--- src/rtl/camera_cfg_pkg.sv ---
`default_nettype none
// ============================================================================
// camera_cfg_pkg : shared types and constants for the camera config sequencer
// Revision: 1.0
// ============================================================================
package camera_cfg_pkg;

  typedef enum logic [3:0] {
    ST_IDLE      = 4'd0,
    ST_FETCH     = 4'd1,
    ST_WAIT_ROM  = 4'd2,
    ST_DECODE    = 4'd3,
    ST_ISSUE     = 4'd4,
    ST_WAIT_DONE = 4'd5,
    ST_DELAY     = 4'd6,
    ST_ADVANCE   = 4'd7,
    ST_FINISH    = 4'd8,
    ST_FAIL      = 4'd9
  } state_t;

  // Data-field tag that, together with an all-ones address, marks a delay entry
  localparam logic [7:0] c_delay_tag = 8'hF0;

endpackage : camera_cfg_pkg
`default_nettype wire

--- src/rtl/cfg_delay_counter.sv ---
`default_nettype none
// ============================================================================
// cfg_delay_counter : loadable down-counter timing DELAY table entries
// Revision: 1.0
// ============================================================================
module cfg_delay_counter #(
  parameter int DELAY_CYCLES = 2_500_000
) (
  input  logic clk,
  input  logic reset,
  input  logic load,
  input  logic dec,
  output logic zero
);

  localparam int                 c_cnt_w = $clog2(DELAY_CYCLES + 1);
  localparam logic [c_cnt_w-1:0] c_load  = c_cnt_w'(DELAY_CYCLES - 1);

  logic [c_cnt_w-1:0] r_cnt;

  always_ff @(posedge clk) begin
    if (reset) begin
      r_cnt <= '0;
    end else if (load) begin
      r_cnt <= c_load;
    end else if (dec && (r_cnt != '0)) begin
      r_cnt <= r_cnt - c_cnt_w'(1);
    end
  end

  assign zero = (r_cnt == '0);

endmodule : cfg_delay_counter
`default_nettype wire

--- src/rtl/camera_config_sequencer.sv ---
`default_nettype none
// ============================================================================
// camera_config_sequencer : walks a register-init ROM and issues SCCB writes
// Revision: 1.0
// ============================================================================
module camera_config_sequencer
  import camera_cfg_pkg::*;
#(
  parameter int REG_AW       = 8,
  parameter int REG_DW       = 8,
  parameter int IDX_W        = 8,
  parameter int SEL_W        = 2,
  parameter logic [REG_AW+REG_DW-1:0] END_CODE   = {(REG_AW+REG_DW){1'b1}},
  parameter logic [REG_AW+REG_DW-1:0] DELAY_CODE = {{REG_AW{1'b1}}, REG_DW'(c_delay_tag)},
  parameter int DELAY_CYCLES = 2_500_000,
  parameter int MAX_RETRY    = 3
) (
  input  logic                     clk,
  input  logic                     reset,
  input  logic                     start,
  input  logic [SEL_W-1:0]         table_sel,
  output logic [SEL_W+IDX_W-1:0]   rom_addr,
  input  logic [REG_AW+REG_DW-1:0] rom_dout,
  output logic                     cmd_valid,
  output logic [REG_AW-1:0]        cmd_reg_addr,
  output logic [REG_DW-1:0]        cmd_reg_data,
  input  logic                     cmd_ready,
  input  logic                     cmd_done,
  input  logic                     cmd_nack,
  output logic                     busy,
  output logic                     done,
  output logic                     error,
  output logic [IDX_W-1:0]         entry_idx
);

  localparam int               c_word_w   = REG_AW + REG_DW;
  localparam int               c_retry_w  = (MAX_RETRY > 0) ? $clog2(MAX_RETRY + 1) : 1;
  localparam logic [IDX_W-1:0] c_last_idx = '1;

  state_t                   r_state;
  state_t                   w_next;
  logic [SEL_W-1:0]         r_sel;
  logic [IDX_W-1:0]         r_idx;
  logic [c_retry_w-1:0]     r_retry;
  logic [SEL_W+IDX_W-1:0]   r_rom_addr;
  logic [REG_AW-1:0]        r_addr;
  logic [REG_DW-1:0]        r_data;
  logic                     r_busy;
  logic                     r_done;
  logic                     r_error;
  logic                     w_is_end;
  logic                     w_is_delay;
  logic                     w_retry_ok;
  logic                     w_dly_load;
  logic                     w_dly_dec;
  logic                     w_dly_zero;

  assign w_is_end   = (rom_dout == END_CODE);
  assign w_is_delay = (rom_dout == DELAY_CODE);
  assign w_retry_ok = (r_retry < c_retry_w'(MAX_RETRY));

  always_ff @(posedge clk) begin
    if (reset) begin
      r_state <= ST_IDLE;
    end else begin
      r_state <= w_next;
    end
  end

  always_comb begin
    w_next = r_state;
    case (r_state)
      ST_IDLE:      if (start) w_next = ST_FETCH;
      ST_FETCH:     w_next = ST_WAIT_ROM;
      ST_WAIT_ROM:  w_next = ST_DECODE;
      ST_DECODE: begin
        if (w_is_end)        w_next = ST_FINISH;
        else if (w_is_delay) w_next = ST_DELAY;
        else                 w_next = ST_ISSUE;
      end
      ST_ISSUE:     if (cmd_ready) w_next = ST_WAIT_DONE;
      ST_WAIT_DONE: begin
        if (cmd_done) begin
          if (!cmd_nack)       w_next = ST_ADVANCE;
          else if (w_retry_ok) w_next = ST_ISSUE;
          else                 w_next = ST_FAIL;
        end
      end
      ST_DELAY:     if (w_dly_zero) w_next = ST_ADVANCE;
      // Running off the end of a table without an END word is a clean finish
      ST_ADVANCE:   w_next = (r_idx == c_last_idx) ? ST_FINISH : ST_FETCH;
      ST_FINISH:    w_next = ST_IDLE;
      ST_FAIL:      w_next = ST_IDLE;
      default:      w_next = ST_IDLE;
    endcase
  end

  always_comb begin
    cmd_valid  = (r_state == ST_ISSUE);
    w_dly_load = (r_state == ST_DECODE) && !w_is_end && w_is_delay;
    w_dly_dec  = (r_state == ST_DELAY) && !w_dly_zero;
  end

  always_ff @(posedge clk) begin
    if (reset) begin
      r_sel      <= '0;
      r_idx      <= '0;
      r_retry    <= '0;
      r_rom_addr <= '0;
      r_addr     <= '0;
      r_data     <= '0;
      r_busy     <= 1'b0;
      r_done     <= 1'b0;
      r_error    <= 1'b0;
    end else begin
      case (r_state)
        ST_IDLE: begin
          if (start) begin
            r_sel   <= table_sel;
            r_idx   <= '0;
            r_busy  <= 1'b1;
            r_done  <= 1'b0;
            r_error <= 1'b0;
          end
        end
        ST_FETCH: r_rom_addr <= {r_sel, r_idx};
        ST_DECODE: begin
          if (!w_is_end && !w_is_delay) begin
            r_addr  <= rom_dout[c_word_w-1:REG_DW];
            r_data  <= rom_dout[REG_DW-1:0];
            r_retry <= '0;
          end
        end
        ST_WAIT_DONE: begin
          if (cmd_done && cmd_nack && w_retry_ok) r_retry <= r_retry + c_retry_w'(1);
        end
        ST_ADVANCE: begin
          if (r_idx != c_last_idx) r_idx <= r_idx + IDX_W'(1);
        end
        ST_FINISH: begin
          r_busy <= 1'b0;
          r_done <= 1'b1;
        end
        ST_FAIL: begin
          r_busy  <= 1'b0;
          r_error <= 1'b1;
        end
        default: ;
      endcase
    end
  end

  cfg_delay_counter #(
    .DELAY_CYCLES (DELAY_CYCLES)
  ) u_delay (
    .clk   (clk),
    .reset (reset),
    .load  (w_dly_load),
    .dec   (w_dly_dec),
    .zero  (w_dly_zero)
  );

  assign rom_addr     = r_rom_addr;
  assign cmd_reg_addr = r_addr;
  assign cmd_reg_data = r_data;
  assign busy         = r_busy;
  assign done         = r_done;
  assign error        = r_error;
  assign entry_idx    = r_idx;

endmodule : camera_config_sequencer
`default_nettype wire

--- config.mk ---
export PLATFORM = sky130hd
export DESIGN_NAME = camera_config_sequencer
export DESIGN_NICKNAME = d
export VERILOG_FILES = /design/src/rtl/camera_cfg_pkg.sv /design/src/rtl/cfg_delay_counter.sv /design/src/rtl/camera_config_sequencer.sv
export SDC_FILE = /design/constraint.sdc
export NUM_CORES = 1
export LEC_CHECK = 0
export CAP_MARGIN = 30
export CORE_MARGIN = 3
export CORE_UTILIZATION = 50
export CTS_CLUSTER_DIAMETER = 100
export DETAILED_ROUTE_END_ITERATION = 10
export PLACE_DENSITY = 0.76
export RECOVER_POWER = 100
export SYNTH_ARGS = -nofsm -noshare
export SYNTH_HDL_FRONTEND = slang
export SYNTH_SLANG_ARGS = --single-unit
--- constraint.sdc ---
create_clock -name clk -period 3.8 [get_ports clk]
set_input_delay 0.76 -clock clk [delete_from_list [all_inputs] [get_ports clk]]
set_output_delay 0.76 -clock clk [all_outputs]
set_load 0.005 [all_outputs]
* Yosys cells after proc, flatten, opt, wreduce, memory -nomap -nowiden
Cells that the tools add are included.
** Word-level totals
- Word-level logic and storage cells :: 88
- Memories :: 0
- ROM bits :: 0
- Memory bits (writable) :: 0
- Latch bits :: 0
- Register bits after elaboration :: 67
- Input port bits :: 24
- Output and inout port bits :: 38
** Cells by class
- Multiplexer cells :: 23
- Reduce and logical (&&, ||, !) cells :: 29
- Bitwise logic cells :: 0
- Div/mod/pow operators :: 0
- Shift operators :: 0
- Order comparisons :: 1
- $mul :: 0
- $add $sub $neg :: 3
- Eq/ne operators :: 20
** Operator list (number)
- two-way mux 22 bit :: 2
- == test 16 bit (second input constant) :: 2
- two-way mux 4 bit :: 8
- case mux 4 bit (8 select lines) :: 1
- logical NOT 22 bit :: 1
- nonzero test 22 bit :: 1
- subtractor 22 x 1 -> 22 bit (second input constant) :: 1
- == test 4 x 3 -> 1 bit (second input constant) :: 4
- two-way mux 8 bit :: 2
- case mux 8 bit (2 select lines) :: 1
- nonzero test 2 bit :: 6
- != test 2 bit (second input constant) :: 5
- AND reduction 2 bit :: 5
- adder 8 x 1 -> 8 bit (second input constant) :: 1
- == test 4 x 2 -> 1 bit (second input constant) :: 2
- == test 4 bit (second input constant) :: 2
- == test 8 bit (second input constant) :: 1
- != test 8 bit (second input constant) :: 1
- logical AND 1 bit :: 7
- two-way mux 2 bit :: 3
- case mux 1 bit (2 select lines) :: 3
- AND reduction 3 bit :: 2
- == test 4 x 1 -> 1 bit (second input constant) :: 1
- logical NOT 4 bit :: 1
- 8 further kinds :: 13

* Logic depth before layout (Yosys ltp)
Gate-level depths: netlist of the first run.
- Depth in word-level cells :: 6
- Gate-level depth with buffers :: 8
- Gate-level depth less buffers :: 7

* Hierarchy
From an unflattened synthesis of the first run, not the netlist that was laid out.
** Unflattened totals
- Cell total of the unflattened synthesis :: 383
- Area, all modules :: 3215.6 um2
** Modules (own cells, without submodules)
- camera_config_sequencer :: area each 2068.2 um2, cells each 252, sequential area each 900.9 um2, instances 1
- cfg_delay_counter :: area each 1147.4 um2, cells each 131, sequential area each 440.4 um2, instances 1

* Least setup slack after synthesis of the first run
OpenSTA, ideal clock, no wires.
- Kind :: input port to flip-flop
- Start :: in rom_dout[11]
- End :: reg r_data[6], in the netlist cmd_reg_data[6]
- Setup time :: 0.128 ns
- Arrival :: 2.098 ns
- Stages on the path :: 6
- Setup slack :: 1.574 ns
- Required time :: 3.672 ns
- Path buffers :: 1
- Cell sequence :: nand4_1 -> nor3_1 -> a21oi_1 -> buf_2 -> mux2i_1 -> nor2_1
** Between the ends
- Cells in the longest elaborated chain, start to end :: 4
- Elaborated cells between the ends (all ways) :: 6
- Those cells by class :: eq/ne: 2; reduce/logical: 4
** Ends and longest elaborated chain
- start: declaration :: RTL line camera_config_sequencer.sv:23 : input logic [REG_AW+REG_DW-1:0] rom_dout,
- == test 16 bit, on equally long branches :: RTL line camera_config_sequencer.sv:58, camera_config_sequencer.sv:59
- logical NOT 1 bit :: RTL line camera_config_sequencer.sv:128 : if (!w_is_end && !w_is_delay) begin
- logical AND 1 bit (*) :: RTL line camera_config_sequencer.sv:128
- AND reduction 2 bit (no line) (*)
- end signal: assignment :: RTL line camera_config_sequencer.sv:130 : r_data <= rom_dout[REG_DW-1:0];
- end: declaration :: RTL line camera_config_sequencer.sv:47 : logic [REG_DW-1:0] r_data;
Every way passes the cells marked *; elsewhere a longest branch is shown, timed or not.
A chain may end at the register's enable or synchronous reset.

* Worst setup path in the final report of the first run
- Start :: in rom_dout[14]
- End :: reg r_data[5], in the netlist cmd_reg_data[5]
The elaborated chain is that of the path after synthesis.

==> run metrics, run 1 <==
status=complete, but fails checks; failing checks=max-capacitance violations, max-slew violations; Ports=between 60 and 70; GRT Overall Usage=around a fifth; Max-Cap Viols=1; Reg-to-Reg End=cmd_reg_data[5]$_SDFFE_PP0P_; critical path arrival=approximately 3.2 ns; Internal Pwr Total=approximately 0.0011 W; ys flop type=dfxtp_1; Final Wtd Congestion=roughly 0.79; DRC viols=0; final wirelength=just over 7000 um; Die Span Y=around 84 um; DP HPWL=~5000 um; initial antenna violation count=0; worst r2r src=r_state[0]$_SDFFE_PP0P_; clock sink total=67; Pleak=roughly 1.5 nW; Slew Limit Headroom=-2.03%; reg2reg setup slack=approximately 1.1 ns; CORE AREA=about 5700 um^2; min Tclk post-route=between 3 and 4 ns; initial drt markers=86; Comb pwr share=approximately 7.9%; post-route ant nets=0; min-delay worst type=reg -> reg; H-Tree Depth=3; final worst slack=0.754 ns; routed wire length per instance=approximately 15 um; clock slew at reported path FFs=roughly 0.07 ns; sequential fraction of design power=between 50 and 60%; most common cell after layout, fill and taps aside=dfxtp_1; register area share after synthesis=between 40 and 50%; setup tns final=0 ns; power per standard cell area=369 nW/um^2; I/O Buffers=a little over 60; Synth Cell Area=3070 um^2; CTS tree=built; DRT Pass-1 Iters=7; Post-CTS Resized=0; asr flop ratio synth=0%; CP startpoint kind=input port; Max Clk Rate=about 0.33 GHz; share of layout cells above drive strength 1=6.95%; Hold EP=rom_addr[3]$_SDFFE_PP0P_; final worst-path cycle share=80.2%; pin count of the biggest net entering global routing=36; Crit Path Class=in -> reg; diodes inserted=0; Post CTS Setup Buffer Count=0; Synth Instances=approximately 360; worst-margin pin slew=1.53 ns; Sw Pwr=roughly 0.00034 W; EDFF count, synth=0; YS warnings=0; syn nets=about 380; Seq cells post-synth=67; min-delay src=rom_addr[3]$_SDFFE_PP0P_; gr ovfl total=0; hold path cells=2; Max IR drop VDD=0.000241 V; first-pass GRT wire length=11,800 um; Row Count=27; most frequent cells in the layout=67 x dfxtp_1, 48 x nor2_1, 41 x nand2_1, 41 x dlygate4sd3_1, 39 x a21oi_1; nets=440; # hold bufs at CTS=0; worst r2r path cells=5; Via Count=around 2,800; dpl cells=approximately 470; cell at the root of the clock tree=clkbuf_8; Fin. Hold Viols=0; TritonCTS Buffers=9; unrepaired setup endpoints after global routing=no; area of the die=between 7000 and 8000 um^2; Worst Setup End Kind=register; Crit path required time=3.97 ns; DR vias/cell=between 5 and 6; Pins Over Slew Limit=36; Max Clock Skew=between 0.007 and 0.008 ns; clock share of power=between 40% and 50%; post-synth cell types=50; Avg Cell Area, Syn=8.64 um^2; Die W=~84 um; vias in the first global route=between 2,000 and 3,000; area grow syn2layout=28.1%; endpoints failing setup=0; Finished Layout Cells=slightly below 500; Max FO, Critical Path=12; clk buf depth=2; Net Sw Frac=around a quarter; Setup WS pre-CTS=a little over 1 ns; clock latency on the worst-skew pair=0.33 ns; Initial Util=between 50% and 60%
==> cells by family (layout without fill, tap and decap cells) <==
family / Yosys count / in the layout / share of synthesized area, %
compound gates: 74 / 74 / 14.8
xor+xnor: 22 / 22 / 6.28
fa+ha+maj: 4 / 4 / 1.63
buf+inv: 25 / 87 / 3.14
flops: 67 / 67 / 43.7
mux: 17 / 17 / 5.59
simple gates: 146 / 146 / 24.8
==> Yosys cell counts (3+ instances only) <==
library cell	instances	share of area, %
nor2_1	48	5.9
or2_2	4	0.82
or3_1	3	0.61
nand3_1	3	0.49
a31oi_1	3	0.61
inv_1	6	0.73
ha_1	4	1.6
xor2_1	4	1.1
o21ai_0	5	0.82
o31ai_1	3	0.73
or4_1	4	0.98
nand3b_1	4	0.98
nor3_1	7	1.1
a2111oi_0	4	1.1
nand2_1	41	5.0
dfxtp_1	67	44
xnor2_1	18	5.1
nor4_1	5	1.0
clkbuf_1	17	2.1
a211oi_1	9	2.2
mux2i_1	16	5.2
a21oi_1	39	6.4
nand4b_1	3	0.86
nand4_1	7	1.4
nand2b_1	3	0.61
==> sequential cells by signal (all words and copies together), names as in the netlist <==
| register | flops |
|---|---|
| rom_addr | 10 |
| u_delay.r_cnt | 22 |
| done | 1 |
| error | 1 |
| entry_idx | 8 |
| r_sel | 2 |
| cmd_reg_addr | 8 |
| cmd_reg_data | 8 |
| r_retry | 2 |
| r_state | 4 |
| busy | 1 |
==> per-layer routing <==
layer / track usage (%) / vias up / part of all wire (%) / routed length (um)
met5: 0 / - / 0 / 0
met4: 8.48 / 0 / 1.3 / 92
met3: 5.40 / 8 / 7.0 / 494
met2: 32.1 / 88 / 46 / 3250
met1: 25.9 / 1278 / 46 / 3260
li1: - / 1382 / - / -
==> stage by stage <==
| step | util (%) | area [um^2] | power, W | hold slack (ns) |
|---|---|---|---|---|
| 5_1_grt | 68.8 | 3930 | 0.00151 | 0.470 |
| 6_report | 68.8 | 3930 | 0.00145 | 0.452 |
| 4_1_cts | 69.0 | 3940 | 0.00147 | 0.456 |
| 3_3_place_gp | 65.3 | 3730 | 0.000858 | 0.441 |
| 2_1_floorplan | - | 3070 | 0.000802 | 0.432 |
| 3_5_place_dp | 65.3 | 3730 | 0.000860 | 0.446 |
==> area by class of cell <==
cell class,count,area (um^2)
Clock buffer,11,151
Clock inverter,5,60.1
Fill cell,480,1780
Inverter,6,22.5
Multi-Input combinational cell,263,1630
Sequential cell,67,1340
Tap cell,72,90.1
Timing Repair Buffer,65,633
==> power groups by stage <==
stage | Combinational [W] | Clock (W) | Sequential (W)
floorplan | 0.0000678 | 0 | 0.000735
global placement | 0.000116 | 0 | 0.000742
detailed placement | 0.000118 | 0 | 0.000742
CTS | 0.000119 | 0.000622 | 0.000726
global route | 0.000126 | 0.000658 | 0.000728
finish | 0.000114 | 0.000609 | 0.000726
==> worst max-delay path by stage <==
stage	to	from	depth (start not counted)
6_report	cmd_reg_data[5]$_SDFFE_PP0P_	rom_dout[14]	7
5_1_grt	cmd_reg_addr[3]$_SDFFE_PP0P_	rom_dout[14]	7
3_3_place_gp	u_delay.r_cnt[6]$_SDFFE_PP0P_	rom_dout[0]	6
4_1_cts	u_delay.r_cnt[17]$_SDFFE_PP0P_	r_state[2]$_SDFFE_PP0P_	5
2_1_floorplan	cmd_reg_data[6]$_SDFFE_PP0P_	rom_dout[11]	6
3_5_place_dp	u_delay.r_cnt[6]$_SDFFE_PP0P_	rom_dout[0]	6
==> critical path, cell delays in order <==
cell and delay (ns):
dlygate4sd3_1 0.57, nand4_1 0.19, nor3_1 0.12, a21oi_1 0.56, clkbuf_1 0.68, mux2i_1 0.28
nor2_1 0.05
(Power assumes the default switching activity.)
==> run 2: changes to the inputs <==
==> constraint.sdc (replaced) <==
create_clock -name clk -period 3.15 [get_ports clk]
set_input_delay 0.63 -clock clk [delete_from_list [all_inputs] [get_ports clk]]
set_output_delay 0.63 -clock clk [all_outputs]
set_load 0.005 [all_outputs]
==> run 2 against run 1 <==
Compared with the run above: the run now ends clean; flip-flop and latch count unchanged; register-to-register slack worse by 0.54 ns; sequential share of layout area fell by 0.34 points; utilization increased by 0.70 points; final cell count up 0.20%; worst hold slack improved by 0.00080 ns; first-iteration DRC count rose by 9.3%; global-route usage is 0.23 points higher.
==> run metrics, run 2 (same netlist as run 1, synthesis figures left out) <==
Finished Layout Cells=490; setup tns final=0 ns; Sw Pwr=about 0.00042 W; worst-margin pin slew=approximately 0.74 ns; cell at the root of the clock tree=clkbuf_8; CP startpoint kind=register; clock slew at reported path FFs=approximately 0.070 ns; diodes inserted=0; FILL cells=roughly 460; final wirelength=about 7000 um; Post-CTS Resized=0; Fin. Hold Viols=0; Max Clk Rate=0.384 GHz; WHS=between 0.4 and 0.5 ns; Internal Pwr Total=~0.0015 W; DRT Pass-1 Iters=4; H-Tree Depth=3; worst r2r src=u_delay.r_cnt[0]$_SDFFE_PP0P_; max reg flops=22; pin count of the biggest net entering global routing=29; most frequent cells in the layout=67 x dfxtp_1, 48 x nor2_1, 41 x nand2_1; Post CTS Setup Buffer Count=0; register area=1340 um^2; GRT Overall Usage=just over 20%; Post-DP Area=~3700 um^2; Via Count=between 2,000 and 3,000; vias in the first global route=2,591; Die W=84.3 um; endpoints failing setup=0; CTS tree=built; clock sink total=67; Final Wtd Congestion=0.784; TritonCTS Buffers=9; post-route ant nets=0; Max FO, Critical Path=12; Initial Util=53.7%; power per standard cell area=476 nW/um^2; Pins Over Slew Limit=0; area grow syn2layout=29.4%; CORE AREA=roughly 5700 um^2; most flop-heavy register=u_delay.r_cnt; Worst Setup SP=u_delay.r_cnt[0]$_SDFFE_PP0P_; DP HPWL=~4900 um; area of the multi-input gates=~1600 um^2; min Tclk post-route=2.60 ns; first-pass GRT wire length=roughly 12,000 um; min-delay src=rom_addr[5]$_SDFFE_PP0P_; Net Sw Frac=22.2%; Die Span Y=approximately 84 um; unrepaired setup endpoints after global routing=no; clock latency on the worst-skew pair=0.34 ns; min-delay worst type=reg -> reg; Worst Setup End Kind=register; Final Core Density=69.5%; Ports=62; share of layout cells above drive strength 1=7.18%; routed wire length per instance=between 10 and 15 um; initial antenna violation count=0; Comb pwr share=approximately 7.3%; Crit Path Class=reg -> reg; clk buf depth=2; Max-Cap Viols=0; dpl cells=about 470; critical path arrival=roughly 2.8 ns; initial drt markers=94; DR vias/cell=approximately 5.6; Max Clock Skew=around 0.0062 ns; gr ovfl total=0; sequential fraction of design power=between 40% and 50%; Crit path required time=approximately 3.4 ns; clock share of power=between 40% and 50%; # hold bufs at CTS=0; most common cell after layout, fill and taps aside=dfxtp_1; Final Cell Area=3970 um^2; Row Count=27; final worst-path cycle share=between 80% and 90%; status=completed; Pleak=1.49 nW; Max IR drop VDD=just over 0.0004 V; nets=441; I/O Buffers=61; DRC viols=0; Slew Limit Headroom=50.1%; area of the die=about 7000 um^2
run 2: routing by layer:
metal / up-vias / routed length [um] / GRT usage [%] / part of all wire (%)
li1: 1386 / - / - / -
met1: 1264 / 3300 / 25.5 / 47
met2: 79 / 3150 / 32.6 / 45
met3: 7 / 488 / 8.05 / 7.0
met4: 0 / 72 / 5.85 / 1.0
met5: - / 0 / 0 / 0
run 2: final cells by class:
type                            count  share of cell area [%]
Sequential cell                    67                    33.8
Multi-Input combinational cell    263                    40.9
Tap cell                           72                    2.27
Timing Repair Buffer               66                    16.3
Clock buffer                       11                    3.56
Inverter                            6                   0.568
Clock inverter                      5                    2.52
run 2: critical path: stages (launching register included):
cell     delay (ns)
dfxtp_1        0.33
inv_1          0.08
ha_1           0.14
or4b_2         0.58
nor3_1         0.57
buf_4          0.30
or3_1          0.24
or3_1          0.14
a31oi_1        0.08
run 2: stage by stage:
stage	setup WS (ns)	total power, W
3_3_place_gp	0.653	0.00103
3_5_place_dp	0.664	0.00104
4_1_cts	0.709	0.00191
2_1_floorplan	0.987	0.000968
6_report	0.546	0.00189
5_1_grt	0.359	0.00196
run 2: final timing paths:
check	slack, ns	endpoint	depth (start not counted)
max reg2reg	0.55	u_delay.r_cnt[21]$_SDFFE_PP0P_	8
max	0.55	u_delay.r_cnt[21]$_SDFFE_PP0P_	8
min	0.45	rom_addr[5]$_SDFFE_PP0P_	2
min reg2reg	0.45	rom_addr[5]$_SDFFE_PP0P_	2
run 2: power by group through the flow:
stage                     sequential, W  combinational (W)  clock, W
after floorplan                0.000886          0.0000818         0
after global placement         0.000895           0.000140         0
after detailed placement       0.000895           0.000142         0
after CTS                      0.000876           0.000143  0.000887
after global routing           0.000878           0.000154  0.000927
final                          0.000876           0.000138  0.000873
==> run 3: changes to the inputs <==
==> constraint.sdc (replaced) <==
create_clock -name clk -period 2.58 [get_ports clk]
set_input_delay 0.516 -clock clk [delete_from_list [all_inputs] [get_ports clk]]
set_output_delay 0.516 -clock clk [all_outputs]
set_load 0.005 [all_outputs]
==> run 3 against run 2 <==
Compared with the run above: flip-flop and latch count is the same; sequential share of layout area fell by 0.38 points; global-route usage up 1.5 points; largest cell class unchanged.
==> run metrics, run 3 (same netlist as run 1, synthesis figures left out) <==
DRC viols=0; Max Clock Skew=0.00501 ns; DR vias/cell=roughly 5.6; Slew Limit Headroom=between 40 and 50%; Max FO, Critical Path=12; clock latency on the worst-skew pair=0.34 ns; Max IR drop VDD=0.000359 V; I/O Buffers=between 60 and 70; Die W=~84 um; # hold bufs at CTS=0; CORE AREA=5710 um^2; TritonCTS Buffers=9; DP HPWL=5210 um; Ports=62; initial drt markers=183; share of layout cells above drive strength 1=~9.3%; Fin. Hold Viols=0; Initial Util=53.7%; routed wire length per instance=around 14 um; max layer used=met4; Pleak=around 1.5 nW; pin count of the biggest net entering global routing=17; initial antenna violation count=0; Worst Setup End Kind=register; CP cell instances=dlygate4sd3_1 > nand4_1 > nor3_1 > a21oi_1 > clkbuf_1 > mux2i_1 > nor2_1; max reg flops=22; met3 WL=about 570 um; CTS tree=built; endpoints failing setup=0; most flop-heavy register=u_delay.r_cnt; critical path arrival=between 2 and 3 ns; CP startpoint kind=input port; worst-margin pin slew=between 0.8 and 0.9 ns; Max Clk Rate=0.428 GHz; min Tclk post-route=between 2 and 2.5 ns; Crit path largest cell delay=between 0.6 and 0.7 ns; final wirelength=~7300 um; min-delay worst type=reg -> reg; total chip power=between 0.002 and 0.0025 W; Post-CTS Resized=0; Worst path slowest cell=clkbuf_1; Post CTS Setup Buffer Count=0; Post-DP Area=slightly below 4000 um^2; area grow syn2layout=30.8%; post-route ant nets=0; clk buf depth=2; power per standard cell area=517 nW/um^2; Final Wtd Congestion=about 0.81; most common cell after layout, fill and taps aside=dfxtp_1; H-Tree Depth=3; DRT Pass-1 Iters=4; FILL cells=477; first-pass GRT wire length=between 10,000 and 15,000 um; gr ovfl total=0; GRT Overall Usage=a little over a fifth; met1 WL=about 3200 um; Crit path required time=2.82 ns; final worst-path cycle share=around 91%; setup tns final=0 ns; Final Cell Area=between 4000 and 5000 um^2; Pins Over Slew Limit=0; unrepaired setup endpoints after global routing=no; status=completed; Crit Path Class=in -> reg; vias in the first global route=~2,800; clock sink total=67; area of the die=between 7000 and 8000 um^2; met2 WL post-DR=3360 um; Row Count=27; nets=455; Via Count=~2,800; Max-Cap Viols=0; most frequent cells in the layout=67 x dfxtp_1, 48 x nor2_1, 41 x nand2_1; diodes inserted=0; clock slew at reported path FFs=0.07 ns; Die Span Y=~84 um; cell at the root of the clock tree=clkbuf_8
-- run 3: cell count changes in the layout (fill, tap and decap cells not counted), sizes merged --
cell / delta
clkbuf: +8
buf: +10
clkinv: -1
bufinv: -3
-- run 3: stage by stage --
step / hold slack (ns) / utilization (%) / instances / setup slack [ns]
after floorplan: 0.432 / - / 355 / 0.417
after global placement: 0.441 / 67.5 / 488 / 0.278
after detailed placement: 0.447 / 67.5 / 488 / 0.256
after CTS: 0.454 / 70.8 / 504 / 0.255
after global routing: 0.463 / 70.3 / 504 / 0.0649
final: 0.449 / 70.3 / 504 / 0.244
-- run 3: cell type report --
cell class,instances,area (um^2),share of cell area (%)
Timing Repair Buffer,80,738,18.4
Sequential cell,67,1340,33.4
Clock buffer,15,186,4.65
Clock inverter,1,5.00,0.125
Inverter,6,22.5,0.561
Multi-Input combinational cell,263,1630,40.6
Tap cell,72,90.1,2.25
-- run 3: critical path, delay by kind of cell --
| kind | cells | cell delay [ns] |
|---|---|---|
| buffers and inverters | 2 | 1.22 |
| AND/OR/NAND/NOR | 3 | 0.32 |
| AO/OA/AOI/OAI | 1 | 0.23 |
| multiplexers | 1 | 0.30 |
-- run 3: worst paths after layout --
path | from | to | slack, ns | depth (start not counted)
worst min register to register | rom_addr[4]$_SDFFE_PP0P_ | rom_addr[4]$_SDFFE_PP0P_ | 0.45 | 2
worst max register to register | u_delay.r_cnt[1]$_SDFFE_PP0P_ | u_delay.r_cnt[17]$_SDFFE_PP0P_ | 0.25 | 8
worst max-delay path | rom_dout[14] | cmd_reg_data[7]$_SDFFE_PP0P_ | 0.24 | 7
worst min-delay path | rom_addr[4]$_SDFFE_PP0P_ | rom_addr[4]$_SDFFE_PP0P_ | 0.45 | 2
-- run 3: per-layer routing --
layer / global-route usage, % / up-vias
li1: - / 1407
met1: 26.4 / 1305
met2: 35.8 / 103
met3: 7.07 / 13
met4: 9.50 / 0
met5: 0 / -
-- run 3: where the power goes --
| part | internal [W] | leakage [nW] | total, W | switching [W] |
|---|---|---|---|---|
| Clock | 0.000454 | 0.0997 | 0.000829 | 0.000375 |
| Sequential | 0.00105 | 0.541 | 0.00106 | 0.0000116 |
| Combinational | 0.0000835 | 0.880 | 0.000186 | 0.000103 |
| Total | 0.00159 | 1.52 | 0.00208 | 0.000490 |
